==> src/rtl/blt_cmd_pkg.sv <==
// Blitter command queue shared types and bit positions.
// Optional status extension macro: BLT_QUEUE_STATUS_EN.
package blt_cmd_pkg;

  typedef struct packed {
    logic srcenf;
    logic dsten;
    logic srcen;
    logic dstup;
    logic srcup;
    logic parrd;
    logic colst;
    logic run;
  } cmd_t;

  localparam int CTL_RESUME_BIT = 1;
  localparam int CTL_SRESET_BIT = 2;
  localparam int MOD_LINDR_BIT  = 3;
  localparam int MOD_RES_LSB    = 5;

  localparam int STA_STOP_BIT   = 1;
  localparam int STA_ICNT8_BIT  = 2;
  localparam int STA_QFULL_BIT  = 3;
  localparam int STA_OVF_BIT    = 4;
  localparam int STA_RUN_BIT    = 5;
  localparam int STA_QCNT_LSB   = 6;

  function automatic logic [1:0] sat3(input logic [3:0] c);
    return (c > 4'd3) ? 2'd3 : c[1:0];
  endfunction

endpackage

==> src/rtl/blt_cmd_fifo.sv <==
// Pending-command FIFO for the blitter queue.
// Push and pop may coincide, including when full.
module blt_cmd_fifo
  import blt_cmd_pkg::*;
#(
  parameter int DEPTH = 2,
  parameter int CNT_W = $clog2(DEPTH + 1)
) (
  input  logic             clk_i,
  input  logic             rst_i,
  input  logic             flush_i,
  input  logic             push_i,
  input  cmd_t             data_i,
  input  logic             pop_i,
  output cmd_t             data_o,
  output logic             full_o,
  output logic             empty_o,
  output logic [CNT_W-1:0] count_o
);

  localparam int PTR_W = (DEPTH > 1) ? $clog2(DEPTH) : 1;

  cmd_t             mem_q [DEPTH];
  logic [PTR_W-1:0] rd_q, rd_d;
  logic [PTR_W-1:0] wr_q, wr_d;
  logic [CNT_W-1:0] cnt_q, cnt_d;
  logic             do_push;
  logic             do_pop;

  function automatic logic [PTR_W-1:0] nxt(input logic [PTR_W-1:0] p);
    return (p == PTR_W'(DEPTH - 1)) ? '0 : p + PTR_W'(1);
  endfunction

  assign empty_o = (cnt_q == '0);
  assign full_o  = (cnt_q == CNT_W'(DEPTH));
  assign count_o = cnt_q;
  assign data_o  = mem_q[rd_q];
  assign do_pop  = pop_i & ~empty_o & ~flush_i;
  assign do_push = push_i & (~full_o | do_pop) & ~flush_i;

  // Pointer and occupancy next-state.
  always_comb begin
    rd_d  = rd_q;
    wr_d  = wr_q;
    cnt_d = cnt_q;
    if (do_pop)  rd_d = nxt(rd_q);
    if (do_push) wr_d = nxt(wr_q);
    unique case ({do_push, do_pop})
      2'b10:   cnt_d = cnt_q + CNT_W'(1);
      2'b01:   cnt_d = cnt_q - CNT_W'(1);
      default: cnt_d = cnt_q;
    endcase
  end

  // Pointer and occupancy registers; flush empties the queue.
  always_ff @(posedge clk_i) begin
    if (rst_i || flush_i) begin
      rd_q  <= '0;
      wr_q  <= '0;
      cnt_q <= '0;
    end else begin
      rd_q  <= rd_d;
      wr_q  <= wr_d;
      cnt_q <= cnt_d;
    end
  end

  // Entry storage, written at the tail.
  always_ff @(posedge clk_i) begin
    if (do_push) mem_q[wr_q] <= data_i;
  end

endmodule

==> src/rtl/blt_cmd_queue.sv <==
// Blitter command/mode/control registers with a pending-command queue.
// Define BLT_QUEUE_STATUS_EN to expose QFULL/OVF/RUN/QCOUNT in status.
module blt_cmd_queue
  import blt_cmd_pkg::*;
#(
  parameter int DATA_W = 8,
  parameter int DEPTH  = 2,
  parameter int CNT_W  = $clog2(DEPTH + 1)
) (
  input  logic              CCLK,
  input  logic              RESET,
  input  logic [DATA_W-1:0] ID,
  input  logic              CMDWRL,
  input  logic              LDCMDL,
  input  logic              LDMODL,
  input  logic              CONWRL,
  input  logic              STRD,
  input  logic              STOP,
  input  logic              ICNT_8,
  input  logic              DONE,
  output logic              RUN,
  output logic              COLST,
  output logic              PARRD,
  output logic              SRCUP,
  output logic              DSTUP,
  output logic              SRCEN,
  output logic              DSTEN,
  output logic              SRCENF,
  output logic              LINDR,
  output logic [1:0]        RES,
  output logic              RESUME,
  output logic              SRESET,
  output logic [DATA_W-1:0] STAT_D,
  output logic              STAT_EN,
  output logic              QFULL,
  output logic [CNT_W-1:0]  QCOUNT
);

  logic [7:0]       id8;
  logic             cmd_ld, con_wr;
  logic             cmd_prev_q, con_prev_q;
  logic             cmd_fire, con_fire;
  cmd_t             active_q, active_d;
  cmd_t             head;
  logic             push, pop, full, empty;
  logic [CNT_W-1:0] count;
  logic             resume_q, resume_d;
  logic             sreset_q, sreset_d;
  logic             lindr_q, lindr_d;
  logic [1:0]       res_q, res_d;
  logic [DATA_W-1:0] stat;
`ifdef BLT_QUEUE_STATUS_EN
  logic             ovf_q, ovf_set;
`endif

  assign id8      = ID[7:0];
  assign cmd_ld   = ~CMDWRL | ~LDCMDL;
  assign con_wr   = ~CONWRL;
  assign cmd_fire = cmd_ld & ~cmd_prev_q;
  assign con_fire = con_wr & ~con_prev_q;

  blt_cmd_fifo #(
    .DEPTH (DEPTH),
    .CNT_W (CNT_W)
  ) u_fifo (
    .clk_i   (CCLK),
    .rst_i   (RESET),
    .flush_i (sreset_q),
    .push_i  (push),
    .data_i  (cmd_t'(id8)),
    .pop_i   (pop),
    .data_o  (head),
    .full_o  (full),
    .empty_o (empty),
    .count_o (count)
  );

  // Active command promotion, queue push/pop and overflow detection.
  always_comb begin
    active_d = active_q;
    push     = 1'b0;
    pop      = 1'b0;
`ifdef BLT_QUEUE_STATUS_EN
    ovf_set  = 1'b0;
`endif
    if (sreset_q) begin
      active_d = '0;
    end else if (DONE) begin
      if (!empty) begin
        active_d = head;
        pop      = 1'b1;
        push     = cmd_fire;
      end else if (cmd_fire) begin
        active_d = cmd_t'(id8);
      end else begin
        active_d.run = 1'b0;
      end
    end else if (cmd_fire) begin
      if (!active_q.run && empty) begin
        active_d = cmd_t'(id8);
      end else if (full) begin
`ifdef BLT_QUEUE_STATUS_EN
        ovf_set = 1'b1;
`endif
      end else begin
        push = 1'b1;
      end
    end
  end

  // Pulse generation and mode register next-state.
  always_comb begin
    sreset_d = con_fire & id8[CTL_SRESET_BIT];
    resume_d = con_fire & id8[CTL_RESUME_BIT] & ~id8[CTL_SRESET_BIT];
    lindr_d  = lindr_q;
    res_d    = res_q;
    if (!LDMODL) begin
      lindr_d = id8[MOD_LINDR_BIT];
      res_d   = id8[MOD_RES_LSB +: 2];
    end
  end

  // Command, mode, pulse and strobe-history registers.
  always_ff @(posedge CCLK) begin
    if (RESET) begin
      active_q   <= '0;
      lindr_q    <= 1'b0;
      res_q      <= 2'b00;
      resume_q   <= 1'b0;
      sreset_q   <= 1'b0;
      cmd_prev_q <= cmd_ld;
      con_prev_q <= con_wr;
    end else begin
      active_q   <= active_d;
      lindr_q    <= lindr_d;
      res_q      <= res_d;
      resume_q   <= resume_d;
      sreset_q   <= sreset_d;
      cmd_prev_q <= cmd_ld;
      con_prev_q <= con_wr;
    end
  end

`ifdef BLT_QUEUE_STATUS_EN
  // Sticky overflow flag for dropped command writes.
  always_ff @(posedge CCLK) begin
    if (RESET || sreset_q) ovf_q <= 1'b0;
    else if (ovf_set)      ovf_q <= 1'b1;
  end
`endif

  // Status word assembly.
  always_comb begin
    stat                = '0;
    stat[STA_STOP_BIT]  = STOP;
    stat[STA_ICNT8_BIT] = ICNT_8;
`ifdef BLT_QUEUE_STATUS_EN
    stat[STA_QFULL_BIT]      = full;
    stat[STA_OVF_BIT]        = ovf_q;
    stat[STA_RUN_BIT]        = active_q.run;
    stat[STA_QCNT_LSB +: 2]  = sat3(4'(count));
`endif
  end

  assign RUN     = active_q.run;
  assign COLST   = active_q.colst;
  assign PARRD   = active_q.parrd;
  assign SRCUP   = active_q.srcup;
  assign DSTUP   = active_q.dstup;
  assign SRCEN   = active_q.srcen;
  assign DSTEN   = active_q.dsten;
  assign SRCENF  = active_q.srcenf;
  assign LINDR   = lindr_q;
  assign RES     = res_q;
  assign RESUME  = resume_q;
  assign SRESET  = sreset_q;
  assign STAT_D  = stat;
  assign STAT_EN = STRD;
  assign QFULL   = full;
  assign QCOUNT  = count;

endmodule
==> config.mk <==
export PLATFORM = sky130hd
export DESIGN_NAME = blt_cmd_queue
export DESIGN_NICKNAME = d
export VERILOG_FILES = /design/src/rtl/blt_cmd_pkg.sv /design/src/rtl/blt_cmd_fifo.sv /design/src/rtl/blt_cmd_queue.sv
export SDC_FILE = /design/constraint.sdc
export NUM_CORES = 1
export LEC_CHECK = 0
export ABC_AREA = 1
export BUFFER_PORTS_ARGS = -buffer_cell sky130_fd_sc_hd__buf_4
export CORE_MARGIN = 4
export CORE_UTILIZATION = 51
export DETAILED_ROUTE_END_ITERATION = 10
export GPL_TIMING_DRIVEN = 1
export PLACE_DENSITY = 0.78
export REMOVE_ABC_BUFFERS = 1
export SYNTH_ARGS = -nofsm -noshare
export SYNTH_HDL_FRONTEND = slang
export SYNTH_SLANG_ARGS = --single-unit
==> constraint.sdc <==
create_clock -name CCLK -period 2.1 [get_ports CCLK]
set_input_delay 0.105 -clock CCLK [delete_from_list [all_inputs] [get_ports CCLK]]
set_output_delay 0.105 -clock CCLK [all_outputs]
set_load 0.005 [all_outputs]
==> impl_metrics.tcl <==
set metrics [dict create \
    status "finished, final reports clean" \
    die-area_sq_um 4084 \
    hp-class "in -> reg" \
    maxCapViolations 0 \
    synthCells 196 \
    period_needed_ns 1.796 \
    grt_max_degree 15 \
    cts_inserted_buffers 5 \
    crit_top_cell "nor2_1" \
    ioPinCount 43 \
    grt_pass1_vias 1210 \
    path_delay_family "simple AND/OR/NAND/NOR gates" \
    grt.overflow.total 0 \
    avgRoutedWirePerCell_um 10.47 \
    synth-seq-area-share_pct 55.26 \
    crit_type "reg -> reg" \
    core_area_sq_um 3028 \
    tritoncts "done" \
    insertedDiodeCount 0 \
    synth_seq_cells 36 \
    crit_cells 9 \
    cp-start-kind "flop" \
    cts-root-buf "clkbuf_4" \
    synth_top_family_by_area "simple AND/OR/NAND/NOR gates" \
    crit_arrival_ns 2.03 \
    finalMaxSlewViolations 0 \
    ff2ff_path_depth 9 \
    final-seq-area_sq_um 880.8 \
    total_power_mw 1.404 \
    synth_fa_ha_area_share_pct 0.7849 \
    min_delay_path_depth 3 \
    rsz0062_at_grt "no" \
    cp_slowest_cell "dfxtp_1" \
    peakVddDrop_mv 0.5020 \
    power.leakage_nw 0.9762 \
    drtIter0Drc 91 \
    end_kind "flop" \
    grt_pass1_wl_mm 5.161 \
    skew_ns 0.007754 \
    yosys_warnings 0 \
    routed_wl_mm 2.993 \
    insertion_delay_ns 0.34 \
    drive_above_1_share_pct 19.83 \
    synth_compound_area_share_pct 4.082 \
    nets 260 \
    crit_chain "nor2_2 -> nor2_4 -> inv_2 -> nor2_1 -> ha_1 -> xor2_1 -> nand2_1 -> o21ai_0 -> nor2_1" \
    antenna_found_initial 0 \
    synthToLayoutAreaGrowth_pct 27.32 \
    drc 0 \
    synthMuxAreaShare_pct 0 \
    num_vias 1276 \
    cts.sink_count 36 \
    avgSynthCellArea_sq_um 8.133 \
    start_util_pct 52.64 \
    post_cts_buffers 0 \
    drt-vias-per-instance 4.462 \
    dp_cells 265 \
    synthTopCellsByArea "edfxtp_1, dfxtp_1, nand2_1" \
    finalHoldViolCount 0 \
    dp_hpwl_mm 2.027 \
    fillers 265 \
    ys_types 23 \
    syn-cell-area_sq_um 1594 \
    grtUsageTotal_pct 16.50 \
    cp_max_fo 10 \
    path_clk_slew_ns 0.11 \
    synth-xor-area-share_pct 0.5495 \
    yosys.area_share.simple_pct 27.86 \
    routabilityCongestion 0.7889 \
    multi_input_area_sq_um 553.0 \
    cts_hold_buf 13 \
    critPathBufInv 1 \
    final_cell_mix "nand2_1, buf_4, nor2_1" \
    fin_setup_tns_ns 0 \
    ctsHtreeMaxLevel 2 \
    whs_ns 0.02486 \
    first_pass_iters 4 \
    final-setup-viol-count 0 \
    synth_top_area_share_pct 30.14 \
    io_buffers 30 \
    yosysTopAreaCell "edfxtp_1" \
    fmax_ghz 0.5569 \
    powerDensity_nw_per_um2 692.0 \
    postRouteAntennaNets 0 \
    required_ns 2.33 \
    slowest_delay_ns 0.48 \
    clk_path_buf_depth 2 \
    fin_crit_sh_pct 85.51 \
    cts_resized 0 \
    die_h_um 63.91 \
    layout_commonest_cell "nand2_1" \
    rows 20 \
    chipWidth_um 63.91 \
    layoutNonFillerInstCount 286 \
]
==> cells in the mapped netlist (all sizes together) <==
master / count
edfxtp: 16
nor2: 25
inv: 24
nor4: 1
buf: 12
a21oi: 8
nand3: 4
dfxtp: 20
or2: 2
conb: 1
ha: 1
nor3: 1
o21ai: 5
xor2: 1
nand2: 75
==> through the flow <==
step           util (%)  cell area [sq um]  setup WS [ns]
3_5_place_dp      60.08               1819         0.3417
5_1_grt           67.02               2029         0.1435
3_3_place_gp      60.08               1819         0.4104
2_1_floorplan         -               1524         0.4579
6_report          67.02               2029         0.3043
4_1_cts           67.02               2029         0.3182
==> report_power, final <==
part	switching [mW]	internal (mW)	total [mW]
sequential	0.0115	0.753	0.764
clock	0.232	0.248	0.480
combinational	0.0790	0.0814	0.160
==> worst paths after layout <==
kind	startpoint	endpoint	slack (ns)
worst max-delay path	u_fifo.count_o[0]	u_fifo.count_o[1]	0.30
worst min-delay path	LDMODL	LINDR	0.02
worst max register to register	u_fifo.count_o[0]	u_fifo.count_o[1]	0.30
worst min register to register	RES[0]	RES[0]	0.46
==> area by class of cell <==
class / instances / share of cell area, %
Clock inverter: 3 / 2.096
Multi-Input combinational cell: 129 / 27.25
Tap cell: 44 / 2.713
Clock buffer: 5 / 1.850
Inverter: 24 / 4.439
Sequential cell: 36 / 43.40
Timing Repair Buffer: 45 / 18.25
==> state kept, by name, summed over array words and instances (netlist names), named ones only <==
name            flops
u_fifo.mem_q       16
RES                 2
u_fifo.count_o      2
COLST               1
DSTEN               1
DSTUP               1
LINDR               1
PARRD               1
RESUME              1
RUN                 1
SRCEN               1
SRCENF              1
SRCUP               1
SRESET              1
cmd_prev_q          1
con_prev_q          1
u_fifo.rd_q         1
u_fifo.wr_q         1
==> cells by family after synthesis <==
group                    after synthesis
AO/OA/AOI/OAI                         13
XOR/XNOR                               1
adder cells (fa/ha/maj)                1
buffers and inverters                 36
flip-flops                            36
other                                  1
AND/OR/NAND/NOR                      108
==> worst register-to-register path, stage by stage, from the launching register on <==
cell	delay (ns)
dfxtp_1	0.48
nor2_2	0.11
nor2_4	0.21
inv_2	0.14
nor2_1	0.12
ha_1	0.17
xor2_1	0.20
nand2_1	0.08
o21ai_0	0.15
nor2_1	0.05
==> metal layers <==
metal  GRT usage [%]  wire length [um]  up-vias
li1                -                 -      674
met4           7.008                27        0
met1           19.64              1352      565
met5               0                 0        -
met2           27.35              1431       32
met3           5.097               181        5
Power figures use the tool's default switching activity.
